--- config.mk ---
export PLATFORM = sky130hd
export DESIGN_NAME = vga_timing_gen_flat
export DESIGN_NICKNAME = d
export VERILOG_FILES = /design/src/rtl/vga_timing_gen_if.sv /design/src/rtl/vga_timing_gen.sv /design/src/flat_wrapper.sv
export SDC_FILE = /design/constraint.sdc
export NUM_CORES = 1
export LEC_CHECK = 0
export ABC_AREA = 1
export BUFFER_PORTS_ARGS = -buffer_cell sky130_fd_sc_hd__buf_2
export CAP_MARGIN = 20
export CORE_UTILIZATION = 55
export DETAILED_ROUTE_END_ITERATION = 16
export PLACE_DENSITY = 0.71
export SLEW_MARGIN = 20
export SYNTH_ARGS = -nofsm -noshare
export SYNTH_HDL_FRONTEND = slang
export SYNTH_SLANG_ARGS = --single-unit
--- constraint.sdc ---
create_clock -name clk -period 10.51 [get_ports clk]
set_input_delay 1.5765 -clock clk [delete_from_list [all_inputs] [get_ports clk]]
set_output_delay 1.5765 -clock clk [all_outputs]
set_load 0.05 [all_outputs]
--- src/rtl/vga_timing_gen_if.sv ---
`default_nettype none
// ============================================================================
//  Module   : vga_timing_gen_if
//  Purpose  : Configuration port of the video timing generator. Writes land
//             in the generator's pending register set; cfg_pending_o reports
//             that the pending set has been written since the last swap.
//  Ports    : cfg_wr_i      write strobe
//             cfg_sel_i     field select (0-3 H, 4-7 V, 8 polarity)
//             cfg_data_i    write data
//             cfg_pending_o pending set not yet applied
//  Revision : 1.0  initial release
// ============================================================================
interface vga_timing_gen_if #(
    parameter int CNT_W = 12
);
    logic             cfg_wr_i;
    logic [3:0]       cfg_sel_i;
    logic [CNT_W-1:0] cfg_data_i;
    logic             cfg_pending_o;

    modport master (
        output cfg_wr_i,
        output cfg_sel_i,
        output cfg_data_i,
        input  cfg_pending_o
    );

    modport slave (
        input  cfg_wr_i,
        input  cfg_sel_i,
        input  cfg_data_i,
        output cfg_pending_o
    );
endinterface
`default_nettype wire

--- src/rtl/vga_timing_gen.sv ---
`default_nettype none
// ============================================================================
//  Module   : vga_timing_gen
//  Purpose  : Programmable two-axis video timing generator. Counts pixels and
//             lines on a pixel strobe and produces sync, data-enable, pixel
//             coordinates and line/frame/vblank start pulses. Timing is
//             double-buffered and swapped in only at the end of a frame.
//  Ports    : clk, rst         clock, synchronous active-high reset
//             pix_en_i         pixel strobe
//             cfg              configuration port (slave modport)
//             hsync_o/vsync_o  sync outputs at programmed polarity
//             de_o, x_o, y_o   active-area enable and coordinates
//             line_start_o, frame_start_o, vblank_start_o  one-clk pulses
//  Revision : 1.0  initial release
// ============================================================================
module vga_timing_gen #(
    parameter int unsigned CNT_W        = 12,
    parameter int unsigned DEF_H_ACTIVE = 640,
    parameter int unsigned DEF_H_FP     = 16,
    parameter int unsigned DEF_H_SYNC   = 96,
    parameter int unsigned DEF_H_BP     = 48,
    parameter int unsigned DEF_V_ACTIVE = 480,
    parameter int unsigned DEF_V_FP     = 10,
    parameter int unsigned DEF_V_SYNC   = 2,
    parameter int unsigned DEF_V_BP     = 33,
    parameter bit          DEF_H_POL    = 1'b0,
    parameter bit          DEF_V_POL    = 1'b0
) (
    input  wire              clk,
    input  wire              rst,
    input  wire              pix_en_i,
    vga_timing_gen_if.slave  cfg,
    output logic             hsync_o,
    output logic             vsync_o,
    output logic             de_o,
    output logic [CNT_W-1:0] x_o,
    output logic [CNT_W-1:0] y_o,
    output logic             line_start_o,
    output logic             frame_start_o,
    output logic             vblank_start_o
);
    localparam int TOT_W = CNT_W + 2;

    // Field order: 0-3 H_ACTIVE/FP/SYNC/BP, 4-7 V_ACTIVE/FP/SYNC/BP.
    localparam logic [7:0][CNT_W-1:0] c_def_timing = {
        CNT_W'(DEF_V_BP), CNT_W'(DEF_V_SYNC), CNT_W'(DEF_V_FP), CNT_W'(DEF_V_ACTIVE),
        CNT_W'(DEF_H_BP), CNT_W'(DEF_H_SYNC), CNT_W'(DEF_H_FP), CNT_W'(DEF_H_ACTIVE)
    };
    localparam logic [1:0] c_def_pol = {DEF_V_POL, DEF_H_POL};

    logic [CNT_W-1:0]      h_q, h_d, v_q, v_d;
    logic [7:0][CNT_W-1:0] act_q, act_d, pend_q, pend_d;
    logic [1:0]            pol_act_q, pol_act_d, pol_pend_q, pol_pend_d;
    logic                  pending_q, pending_d;
    // Set by reset so the first post-reset cycle presents the h=0,v=0 state
    // without needing a pixel strobe.
    logic                  fresh_q;
    logic                  hsync_q, hsync_d, vsync_q, vsync_d, de_q, de_d;
    logic [CNT_W-1:0]      x_q, x_d, y_q, y_d;
    logic                  line_q, line_d, frame_q, frame_d, vblank_q, vblank_d;

    logic [TOT_W-1:0]      w_h_tot, w_v_tot;
    logic [TOT_W-1:0]      w_hs_lo, w_hs_hi, w_vs_lo, w_vs_hi;
    logic                  w_adv, w_upd, w_h_last, w_v_last, w_frame_end;
    logic                  w_cfg_ok, w_in_hs, w_in_vs;
    logic [CNT_W-1:0]      w_cfg_fld;

    always_comb begin
        w_h_tot = TOT_W'(act_q[0]) + TOT_W'(act_q[1]) + TOT_W'(act_q[2]) + TOT_W'(act_q[3]);
        w_v_tot = TOT_W'(act_q[4]) + TOT_W'(act_q[5]) + TOT_W'(act_q[6]) + TOT_W'(act_q[7]);
        w_adv       = pix_en_i && !fresh_q;
        w_upd       = w_adv || fresh_q;
        w_h_last    = (TOT_W'(h_q) == w_h_tot - TOT_W'(1));
        w_v_last    = (TOT_W'(v_q) == w_v_tot - TOT_W'(1));
        w_frame_end = w_adv && w_h_last && w_v_last;

        // Counters
        h_d = h_q;
        v_d = v_q;
        if (w_adv) begin
            if (w_h_last) begin
                h_d = '0;
                v_d = w_v_last ? '0 : v_q + CNT_W'(1);
            end else begin
                h_d = h_q + CNT_W'(1);
            end
        end

        // Swap takes the pending set as it was before any same-cycle write.
        act_d     = w_frame_end ? pend_q : act_q;
        pol_act_d = w_frame_end ? pol_pend_q : pol_act_q;

        // Pending set; zero-length regions are stored as one.
        w_cfg_ok   = cfg.cfg_wr_i && (cfg.cfg_sel_i <= 4'd8);
        w_cfg_fld  = (cfg.cfg_data_i == '0) ? CNT_W'(1) : cfg.cfg_data_i;
        pend_d     = pend_q;
        pol_pend_d = pol_pend_q;
        pending_d  = w_frame_end ? 1'b0 : pending_q;
        if (w_cfg_ok) begin
            if (cfg.cfg_sel_i == 4'd8) begin
                pol_pend_d = cfg.cfg_data_i[1:0];
            end else begin
                pend_d[cfg.cfg_sel_i[2:0]] = w_cfg_fld;
            end
            pending_d = 1'b1;
        end

        // Outputs are decoded from the post-update counters and timing set.
        w_hs_lo = TOT_W'(act_d[0]) + TOT_W'(act_d[1]);
        w_hs_hi = w_hs_lo + TOT_W'(act_d[2]);
        w_vs_lo = TOT_W'(act_d[4]) + TOT_W'(act_d[5]);
        w_vs_hi = w_vs_lo + TOT_W'(act_d[6]);
        w_in_hs = (TOT_W'(h_d) >= w_hs_lo) && (TOT_W'(h_d) < w_hs_hi);
        w_in_vs = (TOT_W'(v_d) >= w_vs_lo) && (TOT_W'(v_d) < w_vs_hi);

        hsync_d  = hsync_q;
        vsync_d  = vsync_q;
        de_d     = de_q;
        x_d      = x_q;
        y_d      = y_q;
        line_d   = 1'b0;
        frame_d  = 1'b0;
        vblank_d = 1'b0;
        if (w_upd) begin
            hsync_d  = w_in_hs ~^ pol_act_d[0];
            vsync_d  = w_in_vs ~^ pol_act_d[1];
            de_d     = (h_d < act_d[0]) && (v_d < act_d[4]);
            x_d      = de_d ? h_d : '0;
            y_d      = de_d ? v_d : '0;
            line_d   = (h_d == '0);
            frame_d  = (h_d == '0) && (v_d == '0);
            vblank_d = (h_d == '0) && (v_d == act_d[4]);
        end
    end

    always_ff @(posedge clk) begin
        if (rst) begin
            h_q        <= '0;
            v_q        <= '0;
            act_q      <= c_def_timing;
            pend_q     <= c_def_timing;
            pol_act_q  <= c_def_pol;
            pol_pend_q <= c_def_pol;
            pending_q  <= 1'b0;
            fresh_q    <= 1'b1;
            hsync_q    <= ~DEF_H_POL;
            vsync_q    <= ~DEF_V_POL;
            de_q       <= 1'b0;
            x_q        <= '0;
            y_q        <= '0;
            line_q     <= 1'b0;
            frame_q    <= 1'b0;
            vblank_q   <= 1'b0;
        end else begin
            h_q        <= h_d;
            v_q        <= v_d;
            act_q      <= act_d;
            pend_q     <= pend_d;
            pol_act_q  <= pol_act_d;
            pol_pend_q <= pol_pend_d;
            pending_q  <= pending_d;
            fresh_q    <= 1'b0;
            hsync_q    <= hsync_d;
            vsync_q    <= vsync_d;
            de_q       <= de_d;
            x_q        <= x_d;
            y_q        <= y_d;
            line_q     <= line_d;
            frame_q    <= frame_d;
            vblank_q   <= vblank_d;
        end
    end

    assign cfg.cfg_pending_o = pending_q;
    assign hsync_o           = hsync_q;
    assign vsync_o           = vsync_q;
    assign de_o              = de_q;
    assign x_o               = x_q;
    assign y_o               = y_q;
    assign line_start_o      = line_q;
    assign frame_start_o     = frame_q;
    assign vblank_start_o    = vblank_q;
endmodule
`default_nettype wire

--- src/flat_wrapper.sv ---
// flat-port wrapper written by rule: the top's interface ports become plain ports
module vga_timing_gen_flat 
#(
    parameter int unsigned CNT_W        = 12,
    parameter int unsigned DEF_H_ACTIVE = 640,
    parameter int unsigned DEF_H_FP     = 16,
    parameter int unsigned DEF_H_SYNC   = 96,
    parameter int unsigned DEF_H_BP     = 48,
    parameter int unsigned DEF_V_ACTIVE = 480,
    parameter int unsigned DEF_V_FP     = 10,
    parameter int unsigned DEF_V_SYNC   = 2,
    parameter int unsigned DEF_V_BP     = 33,
    parameter bit          DEF_H_POL    = 1'b0,
    parameter bit          DEF_V_POL    = 1'b0
)
  (clk, rst, pix_en_i, hsync_o, vsync_o, de_o, x_o, y_o, line_start_o, frame_start_o, vblank_start_o, cfg_cfg_wr_i, cfg_cfg_sel_i, cfg_cfg_data_i, cfg_cfg_pending_o);
  vga_timing_gen_if #(.CNT_W(CNT_W)) cfg_i ();
  input  wire clk;
  input  wire rst;
  input  wire pix_en_i;
  output logic hsync_o;
  output logic vsync_o;
  output logic de_o;
  output logic [CNT_W-1:0] x_o;
  output logic [CNT_W-1:0] y_o;
  output logic line_start_o;
  output logic frame_start_o;
  output logic vblank_start_o;
  input wire logic [$bits(cfg_i.cfg_wr_i)-1:0] cfg_cfg_wr_i;
  input wire logic [$bits(cfg_i.cfg_sel_i)-1:0] cfg_cfg_sel_i;
  input wire logic [$bits(cfg_i.cfg_data_i)-1:0] cfg_cfg_data_i;
  output wire logic [$bits(cfg_i.cfg_pending_o)-1:0] cfg_cfg_pending_o;
  assign cfg_i.cfg_wr_i = cfg_cfg_wr_i;
  assign cfg_i.cfg_sel_i = cfg_cfg_sel_i;
  assign cfg_i.cfg_data_i = cfg_cfg_data_i;
  assign cfg_cfg_pending_o = cfg_i.cfg_pending_o;
  vga_timing_gen #(.CNT_W(CNT_W), .DEF_H_ACTIVE(DEF_H_ACTIVE), .DEF_H_FP(DEF_H_FP), .DEF_H_SYNC(DEF_H_SYNC), .DEF_H_BP(DEF_H_BP), .DEF_V_ACTIVE(DEF_V_ACTIVE), .DEF_V_FP(DEF_V_FP), .DEF_V_SYNC(DEF_V_SYNC), .DEF_V_BP(DEF_V_BP), .DEF_H_POL(DEF_H_POL), .DEF_V_POL(DEF_V_POL)) u_core (.clk(clk), .rst(rst), .pix_en_i(pix_en_i), .cfg(cfg_i), .hsync_o(hsync_o), .vsync_o(vsync_o), .de_o(de_o), .x_o(x_o), .y_o(y_o), .line_start_o(line_start_o), .frame_start_o(frame_start_o), .vblank_start_o(vblank_start_o));
endmodule
### Word level (Yosys, flattened, before mapping)

Index checks and enable logic that the tools add are counted.
W data, S select, Z words.

| storage, ports and cells | value |
|---|---|
| register bits | 252 |
| input port bits | 20 |
| logic and storage cells | 96 |

| cells by class | value |
|---|---|
| equal/unequal tests | 4 |
| $lt $le $gt $ge | 9 |
| muxes and demuxes | 16 |
| add/subtract/negate cells | 14 |
| reduce and logical (&&, ||, !) cells | 19 |
| bitwise logic cells | 4 |

Operators by type and width:

| operator | count |
|---|---|
| $mux W12 | 9 |
| $bwmux W96 | 1 |
| $add A14 B12 Y14 | 6 |
| $mux W84 | 1 |
| $add A12 B12 Y13 | 4 |
| $demux W12 S3 | 1 |
| $logic_not A12 Y1 | 3 |
| $eq A12 B14 Y1 | 2 |
| $ge A12 B14 Y1 | 2 |
| $lt A12 B14 Y1 | 2 |
| $sub A14 B1 Y14 const B | 2 |
| $add A12 B1 Y12 const B | 2 |
| $lt A12 B12 Y1 | 2 |
| $eq A12 B12 Y1 | 1 |
| $logic_and A1 B1 Y1 | 10 |
| $eq A4 B4 Y1 const B | 1 |
| $le A4 B4 Y1 const B | 1 |
| $lt A3 B4 Y1 const B | 1 |
| $reduce_and A2 Y1 | 2 |
| $ge A3 B1 Y1 const B | 1 |
| $mux W1 | 3 |
| $mux W2 | 1 |
| $not A1 Y1 | 2 |
| $reduce_bool A2 Y1 | 1 |
| 4 further kinds | 5 |

### Depth between registers and ports, before layout

| logic depth | value |
|---|---|
| depth after elaboration | 13 |
| gate-level depth with buffers | 62 |
| mapped depth without buffers | 62 |

### Worst setup path before layout

OpenSTA, ideal clock, no wires.

| timing path | value |
|---|---|
| kind | register to register |
| from | reg u_core.act_q[0] (netlist bit) |
| to | reg u_core.hsync_q (netlist: u_core.hsync_o) |
| arrival time | 8,279 ps |
| setup slack | 2,115 ps |
| cell stages (with the launch flop) | 60 |
| buffers on the path | 2 |
| path through | dfxtp_1 > ha_1 > inv_1 > fa_1 > nand3b_1 > and2_1 > nor2_1 > o21ai_0 > nand2_1 > a21oi_1 > o21bai_1 > a21oi_1 > o21bai_1 > xor2_1 > ha_1 > inv_1 > fa_1 > ha_1 > [... 24 more ...] > nand2_1 > nor3_1 > nand2_1 > o211ai_1 > nand3_1 > nand2_1 > a21oi_1 > o21ai_0 > xnor2_1 > ha_1 > nand2_1 > inv_1 > nand4_1 > o21ai_0 > inv_1 > nand4_1 > nand3_1 > nand2_1 |

RTL lines:

| element | RTL line | source |
|---|---|---|
| start, declared | vga_timing_gen.sv:52 | `logic [7:0][CNT_W-1:0] act_q, act_d, pend_q, pend_d;` |
| start signal, assigned | vga_timing_gen.sv:140 | `act_q <= c_def_timing;` |
| start signal, assigned | vga_timing_gen.sv:157 | `act_q <= act_d;` |
| end signal, assigned | vga_timing_gen.sv:146 | `hsync_q <= ~DEF_H_POL;` |
| end signal, assigned | vga_timing_gen.sv:163 | `hsync_q <= hsync_d;` |
| end, declared | vga_timing_gen.sv:58 | `logic hsync_q, hsync_d, vsync_q, vsync_d, de_q, de_d;` |

==> results.cfg <==
[pwr]
ir_drop_mv = 0.108
p_per_area_mw_per_mm2 = 112
leakage_nw = 9.50
fin_total_pwr_mw = 2.05

[timing]
slew_violations = 0
holdWs_ns = 0.454
finalCriticalPeriod_ns = 9.60
final-setup-viol-count = 0
setup_tns_ns = 0
tightestPinTransition_ns = 1.08
rsz0062_at_grt = no
setup_ws_ns = 0.910
period_share_pct = 91.3
finalHoldViolations = 0
fin_skew_ns = 0.0188
fmax_mhz = 104
slew_headroom_pct = 28.3

[synthesis]
yosys_warnings = 0
synth-compound-area-share_pct = 15.0
muxShareOfSynthArea_pct = 0
netlist_area_sq_mm = 0.0168
synth_flop_cell = dfxtp_1
synth-edff-count = 0
post_synth.cell_area_avg_sq_um = 7.20
synth_seq_cells = 252
synth_nets = 2585
yosys.cell_types.count = 50
synth-xor-area-share_pct = 5.02
synth_most_common_cell = inv_1
synthArstFlopShare_pct = 0
synthTopCellsByCount = inv_1, nand2_1, dfxtp_1
synth_largest_area_cell = dfxtp_1
synth-seq-area-share_pct = 30.0
syn_inst = 2337
netlist.area_leader.share_pct = 30.0
netlist_top_cells_area = dfxtp_1, ha_1, inv_1, nand2_1, o21ai_0
synth_top_family_by_area = simple AND/OR/NAND/NOR gates
yosys.area_share.simple_pct = 20.3
synthAdderAreaFrac_pct = 18.3

[global_routing]
track_usage_pct = 28.3
grt_pass1_vias = 13600
antenna_found_initial = 1
grt_max_degree = 90
grt_first_pass_wirelength_um = 69700
overflow = 0

[detailed_routing]
ant_nets = 0
route.detailed.drc = 0
vias = 14700
drtIter0Drc = 1138
drtPass1Iterations = 5
wl_per_cell_um = 16.0
viasPerCell = 5.31
routed_wl_um = 44200

[clock_network]
htreeDepth = 1
cts_buffers = 28
clk_path_buf_depth = 3
cts_tree = yes
clock_sinks = 252
cts_setup_buffers = 0
cts_root_buf = clkbuf_16
clk_pin_slew_ns = 0.07
clock_latency_ns = 0.56

[setup_path]
cp_slowest_cell = fa_1
slowest_delay_ns = 0.42
worstPathMaxFanout = 52
crit_type = register to register
crit_path_end_kind = register
cp_data_arrival_time_ns = 10.05
worstRegToRegCells = 59
crit_top_cell = nand2_1
start_kind = register
required_ns = 10.96

[hold_path]
hp-class = register to register
holdPathStages = 2

[floorplanning]
start_util_pct = 56.4
io_pins = 51
die-area_sq_mm = 0.0313
die_h_um = 177
rows = 63
core_sq_mm = 0.0299
die_w_um = 177

[placement]
dpl_cell_area_sq_mm = 0.0174
gp_congestion = 0.891
port_buffers = 50
place_inst = 2720
pre_cts_ws_ns = 0.773
detailed_place_hpwl_um = 34000

[finish]
fin_util_pct = 61.3
area_delta_synth_final_pct = 8.84
layout-drive-gt1-share_pct = 7.32
diodes = 0
final_cells = 2768
stdcell_area_sq_mm = 0.0183
nNetsFinal = 2609

[outcome]
status = completed

[flow_run]
drv_cap = 0
[path summary, 6_finish.rpt]
check / start / endpoint / slack, ns
max: u_core.act_q[0] / u_core.hsync_o / 0.91
max reg2reg: u_core.act_q[0] / u_core.hsync_o / 0.91
min: u_core.y_o[2] / u_core.y_o[2] / 0.45
min reg2reg: u_core.y_o[2] / u_core.y_o[2] / 0.45
[worst max-delay path: cells and delay by family (launching register included)]
kind            cells  cell delay [ns]
simple gates       27             3.24
xor+xnor            3             0.59
flops               1             0.34
buf+inv             8             0.84
fa+ha+maj           9             2.85
compound gates     12             1.62
[report_power, final]
group	switching, mW	total [mW]	internal (mW)	leakage [nW]
registers	0.00537	0.971	0.966	2.04
clock network	0.410	0.998	0.588	0.444
logic	0.0618	0.0781	0.0163	7.02
total	0.477	2.05	1.57	9.50
[flip-flops by register name, indices dropped and copies added (netlist names)]
| register | cells |
|---|---|
| u_core.vblank_start_o | 1 |
| u_core.pol_pend_q | 2 |
| u_core.fresh_q | 1 |
| u_core.cfg.cfg_pending_o | 1 |
| u_core.de_o | 1 |
| u_core.v_q | 12 |
| u_core.pol_act_q | 2 |
| u_core.frame_start_o | 1 |
| u_core.line_start_o | 1 |
| u_core.hsync_o | 1 |
| u_core.h_q | 12 |
| u_core.act_q | 96 |
| u_core.y_o | 12 |
| u_core.vsync_o | 1 |
| u_core.x_o | 12 |
| u_core.pend_q | 96 |
[cell type report]
class / count / area (sq um)
clock buffers: 35 / 768
clock inverters: 12 / 150
fillers: 2760 / 11600
inverters: 438 / 1650
multi-input cells: 1579 / 9880
flip-flops and latches: 252 / 5040
well taps: 390 / 488
repair buffers: 61 / 335
repair inverters: 1 / 5.00
[logic make-up after synthesis]
family,count (synthesis)
fa+ha+maj,228
simple gates,787
compound gates,469
flops,252
buf+inv,506
xor+xnor,95
[timing repair]
action | in CTS | in global routing
hold buffers | 0 | 0
resized for setup | 0 | 2
endpoints found under the setup margin | 0 | 2
[cells in the final DEF, fill, tap and decap left out, types with 29 or more instances in the layout]
cell type,count
inv_1,426
nand2_1,381
dfxtp_1,252
nor2_1,217
o21ai_0,203
ha_1,198
a21oi_1,168
nand3_1,81
xor2_1,60
buf_2,49
xnor2_1,34
fa_1,30
clkbuf_16,29
[routing by layer]
metal	global-route usage, %	vias to the layer above	part of all wire (%)
met2	43.2	421	42
li1	-	7521	-
met5	0	-	0
met4	6.75	0	2.2
met1	41.9	6702	49
met3	3.44	59	7.2
Note: power is estimated with default switching activity, not from simulation.
